--- src/rtl/kn_coloring_check_seq.sv ---
// Sequential K_N colouring checker: one shared colour comparator walks all vertex
// pairs in lexicographic order and reports a proper/improper verdict with the first conflict.
module kn_coloring_check_seq #(
    parameter int unsigned N_VERT     = 5,
    parameter int unsigned COLOR_W    = 3,
    parameter int unsigned EARLY_EXIT = 1,
    localparam int unsigned IDX_W     = (N_VERT > 1) ? $clog2(N_VERT) : 1,
    localparam int unsigned P         = N_VERT * (N_VERT - 1) / 2,
    localparam int unsigned CNT_W     = $clog2(P + 1)
) (
    input  logic                      clk,
    input  logic                      rst,
    input  logic                      start,
    input  logic [N_VERT*COLOR_W-1:0] colors,
    output logic                      busy,
    output logic                      done,
    output logic                      proper,
    output logic [IDX_W-1:0]          conflict_i,
    output logic [IDX_W-1:0]          conflict_j,
    output logic [CNT_W-1:0]          pair_count
);

    localparam bit EXIT_EARLY = (EARLY_EXIT != 0);

    typedef enum logic [1:0] {
        S_IDLE,
        S_SCAN,
        S_DONE
    } state_t;

    state_t                    state_q, state_d;
    logic [N_VERT*COLOR_W-1:0] colors_q, colors_d;
    logic [IDX_W-1:0]          i_q, i_d;
    logic [IDX_W-1:0]          j_q, j_d;
    logic [IDX_W-1:0]          ci_q, ci_d;
    logic [IDX_W-1:0]          cj_q, cj_d;
    logic [CNT_W-1:0]          pc_q, pc_d;
    logic                      flag_q, flag_d;
    logic                      busy_q, busy_d;
    logic                      done_q, done_d;
    logic                      proper_q, proper_d;

    logic [COLOR_W-1:0]        col [N_VERT];
    logic                      match_c;
    logic                      hit_c;
    logic                      last_c;

    // Unpack the latched colouring so the comparator can index vertices directly.
    for (genvar v = 0; v < N_VERT; v++) begin : g_unpack
        assign col[v] = colors_q[v*COLOR_W +: COLOR_W];
    end

    assign match_c = (col[i_q] == col[j_q]);
    assign hit_c   = match_c && !flag_q;
    assign last_c  = (i_q == IDX_W'(N_VERT - 2)) && (j_q == IDX_W'(N_VERT - 1));

    always_ff @(posedge clk or posedge rst) begin
        if (rst) begin
            state_q  <= S_IDLE;
            colors_q <= '0;
            i_q      <= '0;
            j_q      <= '0;
            ci_q     <= '0;
            cj_q     <= '0;
            pc_q     <= '0;
            flag_q   <= 1'b0;
            busy_q   <= 1'b0;
            done_q   <= 1'b0;
            proper_q <= 1'b0;
        end else begin
            state_q  <= state_d;
            colors_q <= colors_d;
            i_q      <= i_d;
            j_q      <= j_d;
            ci_q     <= ci_d;
            cj_q     <= cj_d;
            pc_q     <= pc_d;
            flag_q   <= flag_d;
            busy_q   <= busy_d;
            done_q   <= done_d;
            proper_q <= proper_d;
        end
    end

    always_comb begin
        state_d  = state_q;
        colors_d = colors_q;
        i_d      = i_q;
        j_d      = j_q;
        ci_d     = ci_q;
        cj_d     = cj_q;
        pc_d     = pc_q;
        flag_d   = flag_q;
        busy_d   = 1'b0;
        done_d   = 1'b0;
        proper_d = proper_q;

        case (state_q)
            S_IDLE: begin
                if (start) begin
                    colors_d = colors;
                    i_d      = '0;
                    j_d      = IDX_W'(1);
                    ci_d     = '0;
                    cj_d     = '0;
                    pc_d     = '0;
                    flag_d   = 1'b0;
                    proper_d = 1'b0;
                    busy_d   = 1'b1;
                    state_d  = S_SCAN;
                end
            end
            S_SCAN: begin
                pc_d = pc_q + CNT_W'(1);
                if (hit_c) begin
                    ci_d   = i_q;
                    cj_d   = j_q;
                    flag_d = 1'b1;
                end
                // The pair indices are left untouched on exit so they never pass N_VERT-1.
                if (last_c || (EXIT_EARLY && hit_c)) begin
                    done_d   = 1'b1;
                    proper_d = !(flag_q || hit_c);
                    state_d  = S_DONE;
                end else begin
                    busy_d = 1'b1;
                    if (j_q == IDX_W'(N_VERT - 1)) begin
                        i_d = i_q + IDX_W'(1);
                        j_d = i_q + IDX_W'(2);
                    end else begin
                        j_d = j_q + IDX_W'(1);
                    end
                end
            end
            S_DONE: begin
                state_d = S_IDLE;
            end
            default: begin
                state_d = S_IDLE;
            end
        endcase
    end

    assign busy       = busy_q;
    assign done       = done_q;
    assign proper     = proper_q;
    assign conflict_i = ci_q;
    assign conflict_j = cj_q;
    assign pair_count = pc_q;

endmodule

--- config.mk ---
export PLATFORM = sky130hd
export DESIGN_NAME = kn_coloring_check_seq
export DESIGN_NICKNAME = d
export VERILOG_FILES = /design/src/rtl/kn_coloring_check_seq.sv
export SDC_FILE = /design/constraint.sdc
export NUM_CORES = 1
export LEC_CHECK = 0
export BUFFER_PORTS_ARGS = -buffer_cell sky130_fd_sc_hd__buf_2
export CAP_MARGIN = 20
export CORE_ASPECT_RATIO = 2
export CORE_MARGIN = 2
export CORE_UTILIZATION = 43
export DETAILED_ROUTE_END_ITERATION = 10
export PLACE_DENSITY = 0.66
export SYNTH_ARGS = -nofsm -noshare
export SYNTH_HDL_FRONTEND = slang
export SYNTH_SLANG_ARGS = --single-unit
--- constraint.sdc ---
create_clock -name clk -period 2.2 [get_ports clk]
set_input_delay 0.44 -clock clk [delete_from_list [all_inputs] [get_ports clk]]
set_output_delay 0.44 -clock clk [all_outputs]
set_load 0.005 [all_outputs]
==> results of run 1 <==
timing repair:
item | CTS | global route
gates resized for setup | 0 | 6
hold buffers | 0 | 0
endpoints found under the setup margin | 0 | 2
setup buffers | 0 | 0
sequential cells by signal, summed over array words and instances, names as in the netlist, 2 cells and up:
| register | flops |
|---|---|
| colors_q | 15 |
| conflict_i | 3 |
| conflict_j | 3 |
| i_q | 3 |
| j_q | 3 |
| pair_count | 4 |
| state_q | 2 |
cells in the mapped netlist, types with 2 or more instances:
cell	count	area [sq um]
buf_6	2	22.52
clkbuf_1	4	15.01
o32ai_1	6	52.55
ha_1	5	62.56
nand3_1	6	30.03
mux2i_1	15	150.1
mux2_4	2	30.03
nand2_1	65	244.0
o31ai_1	2	15.01
o21ai_0	12	60.06
inv_1	7	26.28
nor2_1	9	33.78
buf_2	3	15.01
a31o_2	2	17.52
dfrtp_1	37	925.9
xnor2_1	3	26.28
nand2b_1	4	25.02
a21oi_1	11	55.05
kinds of logic after synthesis:
logic type	count (synthesis)	synth area share, %
multiplexers	17	9.225
AO/OA/AOI/OAI	38	12.49
flip-flops	37	47.41
adder cells (fa/ha/maj)	5	3.203
buffers and inverters	19	4.868
AND/OR/NAND/NOR	94	21.01
XOR/XNOR	4	1.794
area by class of cell:
type / instances / area (sq um)
tap: 54 / 67.56
fill: 443 / 1984
clock buffer: 7 / 96.34
inverter: 7 / 26.28
timing repair buffer: 47 / 281.5
clock inverter: 1 / 5.005
sequential: 37 / 932.1
multi-input combinational: 158 / 945.9
final timing paths:
kind | start | to | slack (ns) | depth (start not counted)
worst max-delay path | i_q[2]$_DFFE_PP0P_ | i_q[0]$_DFFE_PP0P_ | 0.09 | 7
worst min register to register | pair_count[3]$_DFFE_PP0P_ | pair_count[3]$_DFFE_PP0P_ | 0.48 | 1
worst max register to register | i_q[2]$_DFFE_PP0P_ | i_q[0]$_DFFE_PP0P_ | 0.09 | 7
worst min-delay path | rst | colors_q[12]$_DFFE_PP0P_ | 0.25 | 3
max in group asynchronous | rst | j_q[1]$_DFFE_PP0P_ | 1.60 | 3
min in group clk | colors[12] | colors_q[12]$_DFFE_PP0P_ | 0.34 | 3
metrics by stage:
step                      power [mW]  utilization [%]  std cells
after detailed placement       3.292            51.70        303
after floorplan                2.615                -        214
after global routing           4.103            54.27        311
final                          3.794            54.27        311
after CTS                      3.820            54.04        311
after global placement         3.263            51.70        303
worst max-delay path, delay by kind of cell, from the launching register on:
| family | cells | cell delay (ns) |
|---|---|---|
| xor gates and xnor gates | 1 | 0.15 |
| AOI/OAI and AO/OA | 2 | 0.22 |
| muxes | 1 | 0.31 |
| DFF | 1 | 0.46 |
| and+or+nand+nor | 3 | 0.86 |
where the power goes:
part           total (mW)  internal (mW)  switching [mW]
Clock               0.513          0.283           0.230
Sequential           1.26          0.975           0.286
Combinational        2.02           1.02            1.00
routing by layer:
layer / vias up / routed length [um]
met5: - / 0
met1: 763 / 1622
met3: 16 / 114
li1: 815 / -
met2: 34 / 2330
met4: 0 / 192
==> flow_summary.toml, run 1 <==
[placed_design]
place_area_sq_um = 2243
io_buffers = 30
dpl.hpwl_um = 3272
place_congestion = 0.8549
place_ws_ns = 0.05591

[global_routing]
first_global_vias = 1544
grt_pass1_wl_um = 7210
grt_max_degree = 38
gr-total-overflow = 0
met2_usage_pct = 32.45
top_usage_layer = "met2"
antenna_found_initial = 0
met3_usage_pct = 2.853
met1_usage_pct = 21.01
track_usage_pct = 19.00

[timing]
fin_ws_ns = 0.09264
worst_slew_pin_slew_ns = 0.4698
hold_ws_ns = 0.2497
fin_skew_ns = 0.006673
final-setup-viol-count = 0
hold_violations = 0
final-max-slew-violation-count = 0
fmax_mhz = 474.5
fin_crit_ns = 2.107
setup_tns_ns = 0
period_share_pct = 95.79
max_slew_margin_pct = 68.68
rsz0062_at_grt = "no"

[synth]
ys_seq_area_share_pct = 47.41
synth_ff_type = "dfrtp_1"
syn_nets = 237
synth_edf_count = 0
synth_area_per_cell_sq_um = 9.127
ys.warnings.count = 0
async_flop_share_pct = 100.0
ys_seq_elements = 37
syn-cell-area_sq_um = 1953
syn_inst = 214
synth.distinct_cells = 37

[worst_setup_path]
cp.required_ns = 2.37
critPathCaptureType = "flop"
crit_arrival_ns = 2.28
slowest_stage = "dfrtp_2"
crit_path_start_kind = "flop"
critPathMaxFanout = 7
max_stage_delay_ns = 0.46
worstPathCellList = "or2b_4 -> o32ai_1 -> a21oi_1 -> xnor2_1 -> and4b_1 -> or3_4 -> mux2_4"
setup.worst_path.class = "reg -> reg"

[die]
ios = 31
fp.coreArea_sq_um = 4339
rows = 34
die_h_um = 99.31
die_x_um = 51.66
die_area_sq_um = 5130
initial_core_util_pct = 45.01

[status]
status = "finished clean"

[final_layout]
drive_gt1_share_pct = 27.24
finalNetCount = 279
final_common_cell = "nand2_1"
insertedDiodeCount = 0
final_cell_mix = "nand2_1 (65), dfrtp_1 (32), buf_2 (30), buf_4 (16), mux2i_1 (15)"
synthToLayoutAreaGrowth_pct = 20.56
final_area_sq_um = 2355

[clock_tree]
cts_max_level = 2
cts_tree = "done"
cts_root_buffer = "clkbuf_8"
numCtsBuffers = 5
cts.clk_slew.worst_paths_ns = 0.07
clock_latency_ns = 0.29
clock-sinks = 37
cts_buffer_depth = 2

[flow_run]
max-cap-violations = 0

[detailed_routing]
wirelength_um = 4259
drt_iter0_drc = 41
vias = 1628
drtPass1Iterations = 4
via_per_inst = 5.235
wl_per_cell_um = 13.69
drcViolationCount = 0
final_antenna_net_count = 0

[min_path]
hold_path_class = "in -> async"

[power]
p_leak_nw = 1.179
power_density_nw_per_um2 = 1611
peakVddDrop_mv = 1.038
(Power assumes the default switching activity.)
==> run 2: changes to the inputs <==
--- a/config.mk
+++ b/config.mk
@@ -11,7 +11,6 @@
 export CORE_MARGIN = 2
 export CORE_UTILIZATION = 43
 export DETAILED_ROUTE_END_ITERATION = 10
-export PLACE_DENSITY = 0.66
 export SYNTH_ARGS = -nofsm -noshare
 export SYNTH_HDL_FRONTEND = slang
 export SYNTH_SLANG_ARGS = --single-unit
==> constraint.sdc (replaced) <==
create_clock -name clk -period 2 [get_ports clk]
set_input_delay 0.3 -clock clk [delete_from_list [all_inputs] [get_ports clk]]
set_output_delay 0.3 -clock clk [all_outputs]
set_load 0.005 [all_outputs]
==> run 2 against run 1 <==
Net effect:
- the run now ends with negative setup slack left
- core utilization grew 2.5 points
- clock-buffer cell count shrank 1
- non-clock buffer count increased by 10
- global-route usage grew 1.5 points
- combinational power increased by 23%
- flip-flop and latch count unchanged
- clock skew is 0.0032 ns higher
- final cell count up 3.2%
- wire length up 5.1%
- clock power shrank 2%
- critical path type unchanged
- critical endpoint unchanged
- largest cell class unchanged
- largest power group unchanged
==> flow_summary.toml, run 2 (synthesis results as in run 1) <==
[status]
status = "complete, but fails checks"
violations = "negative setup slack"

[final_layout]
drive_gt1_share_pct = 31.46
finalNetCount = 289
synthToLayoutAreaGrowth_pct = 26.20
largest_register_ffs = 15
final_area_sq_um = 2465
final_cells = 321
final_cell_mix = "nand2_1 (64), dfrtp_1 (35), buf_2 (30), buf_4 (26), mux2i_1 (13)"
top_register = "colors_q"
insertedDiodeCount = 0
final_common_cell = "nand2_1"
num-fill-cells = 438

[detailed_routing]
vias = 1650
wl_per_cell_um = 13.94
final_antenna_net_count = 0
drt_iter0_drc = 40
drtPass1Iterations = 4
via_per_inst = 5.140
wirelength_um = 4475
drcViolationCount = 0

[die]
fp.coreArea_sq_um = 4339
rows = 34
ios = 31
die_h_um = 99.31
die_x_um = 51.66
initial_core_util_pct = 45.01
die_area_sq_um = 5130

[timing]
final-setup-viol-count = 6
fin_skew_ns = 0.009902
setup_tns_ns = -0.5956
period_share_pct = 106.9
rsz0062_at_grt = "yes"
max_slew_margin_pct = 68.50
hold_violations = 0
fmax_mhz = 467.6
fin_ws_ns = -0.1384
fin_crit_ns = 2.138
worst_slew_pin_slew_ns = 0.4725
final-max-slew-violation-count = 0

[worst_setup_path]
setup.worst_path.class = "reg -> reg"
crit_path_start_kind = "flop"
critPathMaxFanout = 6
r2r_cells = 8
crit_arrival_ns = 2.32
cp.required_ns = 2.18
reg2reg_from = "j_q[0]$_DFFE_PP0P_"
critPathCaptureType = "flop"
r2r_slack_ns = -0.14
regToRegEndpoint = "i_q[0]$_DFFE_PP0P_"

[clock_tree]
cts_tree = "done"
clock-sinks = 37
numCtsBuffers = 5
cts_max_level = 2
clock_latency_ns = 0.29
cts_buffer_depth = 2
cts_root_buffer = "clkbuf_8"
cts.clk_slew.worst_paths_ns = 0.08
postCtsHoldBufs = 0

[placed_design]
dpl.hpwl_um = 3325
dp.cells = 311
place_congestion = 0.8740
place_area_sq_um = 2316
io_buffers = 30

[global_routing]
grt_pass1_wl_um = 7831
track_usage_pct = 20.54
antenna_found_initial = 0
grt_max_degree = 38
first_global_vias = 1740
gr-total-overflow = 0

[flow_run]
max-cap-violations = 0

[power]
power_density_nw_per_um2 = 1776
p_leak_nw = 1.232
peakVddDrop_mv = 0.7960
total_power_mw = 4.378

[min_path]
hold_path_class = "in -> async"
==> run 2: cell types whose count changed in the layout (fill, tap and decap cells not counted), moves of 3 or more <==
| cell | change |
|---|---|
| buf_4 | +10 |
| dfrtp_1 | +3 |
| dfrtp_2 | -3 |
| o32ai_1 | -3 |
| o32ai_2 | +3 |
==> run 2: through the flow <==
stage	worst slack, ns	hold WS [ns]	util (%)
global route	-0.2212	0.1501	56.81
CTS	-0.1464	0.1220	56.03
finish	-0.1384	0.1010	56.81
floorplan	-0.1680	0.4054	-
detailed placement	-0.2204	0.4372	53.37
global placement	-0.2004	0.4317	53.37
==> run 2: what timing repair did <==
action                                  CTS  global route
gates resized for setup                   7             4
endpoints found under the setup margin   12            16
buffers inserted                          0             2
pin swaps                                 6             3
==> run 2: worst max-delay path by stage <==
stage | cells after the start | to | startpoint | slack [ns]
after floorplan | 9 | i_q[0]$_DFFE_PP0P_ | i_q[1]$_DFFE_PP0P_ | -0.17
after detailed placement | 7 | i_q[0]$_DFFE_PP0P_ | i_q[0]$_DFFE_PP0P_ | -0.22
after CTS | 8 | i_q[0]$_DFFE_PP0P_ | j_q[0]$_DFFE_PP0P_ | -0.15
after global placement | 9 | j_q[2]$_DFFE_PP0P_ | i_q[0]$_DFFE_PP0P_ | -0.20
final | 8 | i_q[0]$_DFFE_PP0P_ | j_q[0]$_DFFE_PP0P_ | -0.14
after global routing | 8 | i_q[2]$_DFFE_PP0P_ | j_q[0]$_DFFE_PP0P_ | -0.22
==> run 2: worst max-delay path: stages (launching register included) <==
cell,delay (ns)
dfrtp_1,0.41
buf_12,0.14
mux2i_2,0.21
o32ai_1,0.12
a21oi_1,0.16
xnor2_1,0.11
and4b_1,0.21
or3_4,0.35
mux2_4,0.30
==> run 2: power by group <==
part | internal (mW) | switching [mW] | leakage, nW
Sequential | 1.07 | 0.320 | 0.471
Clock | 0.242 | 0.261 | 0.0450
Combinational | 1.28 | 1.21 | 0.715
Total | 2.59 | 1.79 | 1.23
==> run 2: layout make-up <==
cell class / instances / area (sq um) / share of cell area, %
multi-input cells: 158 / 994.7 / 40.36
flip-flops and latches: 37 / 928.4 / 37.67
repair buffers: 57 / 365.4 / 14.82
clock buffers: 6 / 72.57 / 2.944
well taps: 54 / 67.56 / 2.741
inverters: 7 / 26.28 / 1.066
clock inverters: 2 / 10.01 / 0.4061
==> run 2: per-layer routing <==
metal	track usage, %	wire [um]	vias to the layer above
li1	-	-	826
met1	23.40	1736	778
met2	35.40	2460	33
met3	3.153	108	13
met4	11.34	170	0
met5	0	0	-
==> run 3: changes to the inputs <==
--- a/config.mk
+++ b/config.mk
@@ -6,11 +6,11 @@
 export NUM_CORES = 1
 export LEC_CHECK = 0
 export BUFFER_PORTS_ARGS = -buffer_cell sky130_fd_sc_hd__buf_2
-export CAP_MARGIN = 20
 export CORE_ASPECT_RATIO = 2
 export CORE_MARGIN = 2
-export CORE_UTILIZATION = 43
+export CORE_UTILIZATION = 53
 export DETAILED_ROUTE_END_ITERATION = 10
+export PLACE_DENSITY = 0.75
 export SYNTH_ARGS = -nofsm -noshare
 export SYNTH_HDL_FRONTEND = slang
 export SYNTH_SLANG_ARGS = --single-unit
==> run 3 against run 2 <==
Net effect:
- the run still ends with negative setup slack left
- combinational power is 16% higher
- via count grew 8.6%
- register-to-register slack lost 0.04 ns
- largest cell class unchanged
- largest power group unchanged
==> flow_summary.toml, run 3 (synthesis results as in run 1) <==
[status]
status = "complete, but fails checks"
violations = "negative setup slack"

[timing]
final-setup-viol-count = 10
rsz0062_at_grt = "yes"
max_slew_margin_pct = 68.66
final-max-slew-violation-count = 0
fin_ws_ns = -0.1773
fin_crit_ns = 2.177
worst_slew_pin_slew_ns = 0.4701
hold_violations = 0
fin_skew_ns = 0.008344
hold_ws_ns = 0.09672
fmax_mhz = 459.3
period_share_pct = 108.9

[global_routing]
gr-total-overflow = 0
track_usage_pct = 26.44
grt_max_degree = 38
grt_pass1_wl_um = 7997
antenna_found_initial = 0
first_global_vias = 1886

[clock_tree]
cts_max_level = 2
cts_buffer_depth = 2
clock_latency_ns = 0.29
postCtsHoldBufs = 0
cts.clk_slew.worst_paths_ns = 0.07
numCtsBuffers = 5
cts_root_buffer = "clkbuf_8"
cts_tree = "done"
clock-sinks = 37

[detailed_routing]
drt_iter0_drc = 44
vias = 1792
drcViolationCount = 0
via_per_inst = 5.531
final_antenna_net_count = 0
drtPass1Iterations = 4
wirelength_um = 4966
wl_per_cell_um = 15.33

[placed_design]
dp.cells = 308
dpl.hpwl_um = 3504
io_buffers = 30
place_ws_ns = -0.2551
place_area_sq_um = 2325
place_congestion = 0.8685

[worst_setup_path]
critPathMaxFanout = 8
crit_path_start_kind = "flop"
reg2reg_from = "j_q[0]$_DFFE_PP0P_"
worstPathCellList = "buf_12 -> mux2i_1 -> o32ai_1 -> a21oi_1 -> xnor2_1 -> buf_4 -> nand4b_1 -> a31o_2 -> mux2i_1"
setup.worst_path.class = "reg -> reg"
crit_arrival_ns = 2.35
critPathCaptureType = "flop"
cp_common_cell = "mux2i_1"
max_stage_delay_ns = 0.42
worstSetupStartpoint = "j_q[0]$_DFFE_PP0P_"
slowest_stage = "dfrtp_1"
cp.required_ns = 2.17

[die]
rows = 31
die_h_um = 89.85
ios = 31
fp.coreArea_sq_um = 3568
initial_core_util_pct = 54.73
die_x_um = 46.93
die_area_sq_um = 4216

[power]
peakVddDrop_mv = 1.050
power_density_nw_per_um2 = 1887
total_power_mw = 4.864
p_leak_nw = 1.285

[final_layout]
top_register = "colors_q"
final_cell_mix = "nand2_1 (64), dfrtp_1 (33), buf_2 (31), buf_4 (31)"
finalNetCount = 298
final_cells = 324
largest_register_ffs = 15
final_common_cell = "nand2_1"
insertedDiodeCount = 0
drive_gt1_share_pct = 36.00
synthToLayoutAreaGrowth_pct = 31.97
final_area_sq_um = 2577

[flow_run]
max-cap-violations = 0

[min_path]
hold_path_class = "in -> async"
==> run 3: routing by layer <==
metal	track usage, %	routed length (um)	vias up
li1	-	-	846
met1	25.33	1698	871
met2	46.35	2911	51
met3	5.422	131	24
met4	16.20	225	0
met5	0	0	-
==> run 3: final cells by class <==
class | instances | area [sq um]
Sequential cell | 37 | 930.9
Fill cell | 294 | 991.0
Timing Repair Buffer | 66 | 441.7
Clock buffer | 5 | 68.82
Clock inverter | 2 | 35.03
Tap cell | 49 | 61.31
Inverter | 7 | 26.28
Multi-Input combinational cell | 158 | 1013
==> run 3: critical path, delay by kind of cell (launching register included) <==
family	cells	cell delay [ns]
compound gates	3	0.63
buf+inv	2	0.30
flops	1	0.42
simple gates	1	0.24
xor+xnor	1	0.17
mux	2	0.30
==> run 3: timing repair <==
item	4_1_cts	5_1_grt
setup endpoints to repair	16	16
resized for setup	14	8
setup buffers	8	1
pin swaps	10	7
==> run 3: path summary, 6_finish.rpt <==
kind / to / slack (ns) / cells past startpoint
setup / recovery: j_q[1]$_DFFE_PP0P_ / -0.18 / 9
hold / removal: conflict_j[2]$_DFFE_PP0P_ / 0.1 / 3
setup reg to reg: j_q[1]$_DFFE_PP0P_ / -0.18 / 9
hold reg to reg: colors_q[13]$_DFFE_PP0P_ / 0.51 / 2
max in group asynchronous: j_q[2]$_DFFE_PP0P_ / 1.54 / 3
min in group clk: colors_q[4]$_DFFE_PP0P_ / 0.19 / 3
==> run 3: report_power, final <==
part           total (mW)  switching, mW  internal (mW)
clock               0.619          0.257          0.362
sequential           1.37          0.295           1.07
combinational        2.88           1.38           1.50
==> run 3: metrics by stage <==
stage | TNS [ns] | utilization (%)
4_1_cts | -1.006 | 71.14
5_1_grt | -2.403 | 72.23
2_1_floorplan | -0.3359 | -
3_5_place_dp | -1.848 | 65.15
3_3_place_gp | -1.305 | 65.15
6_report | -1.226 | 72.23
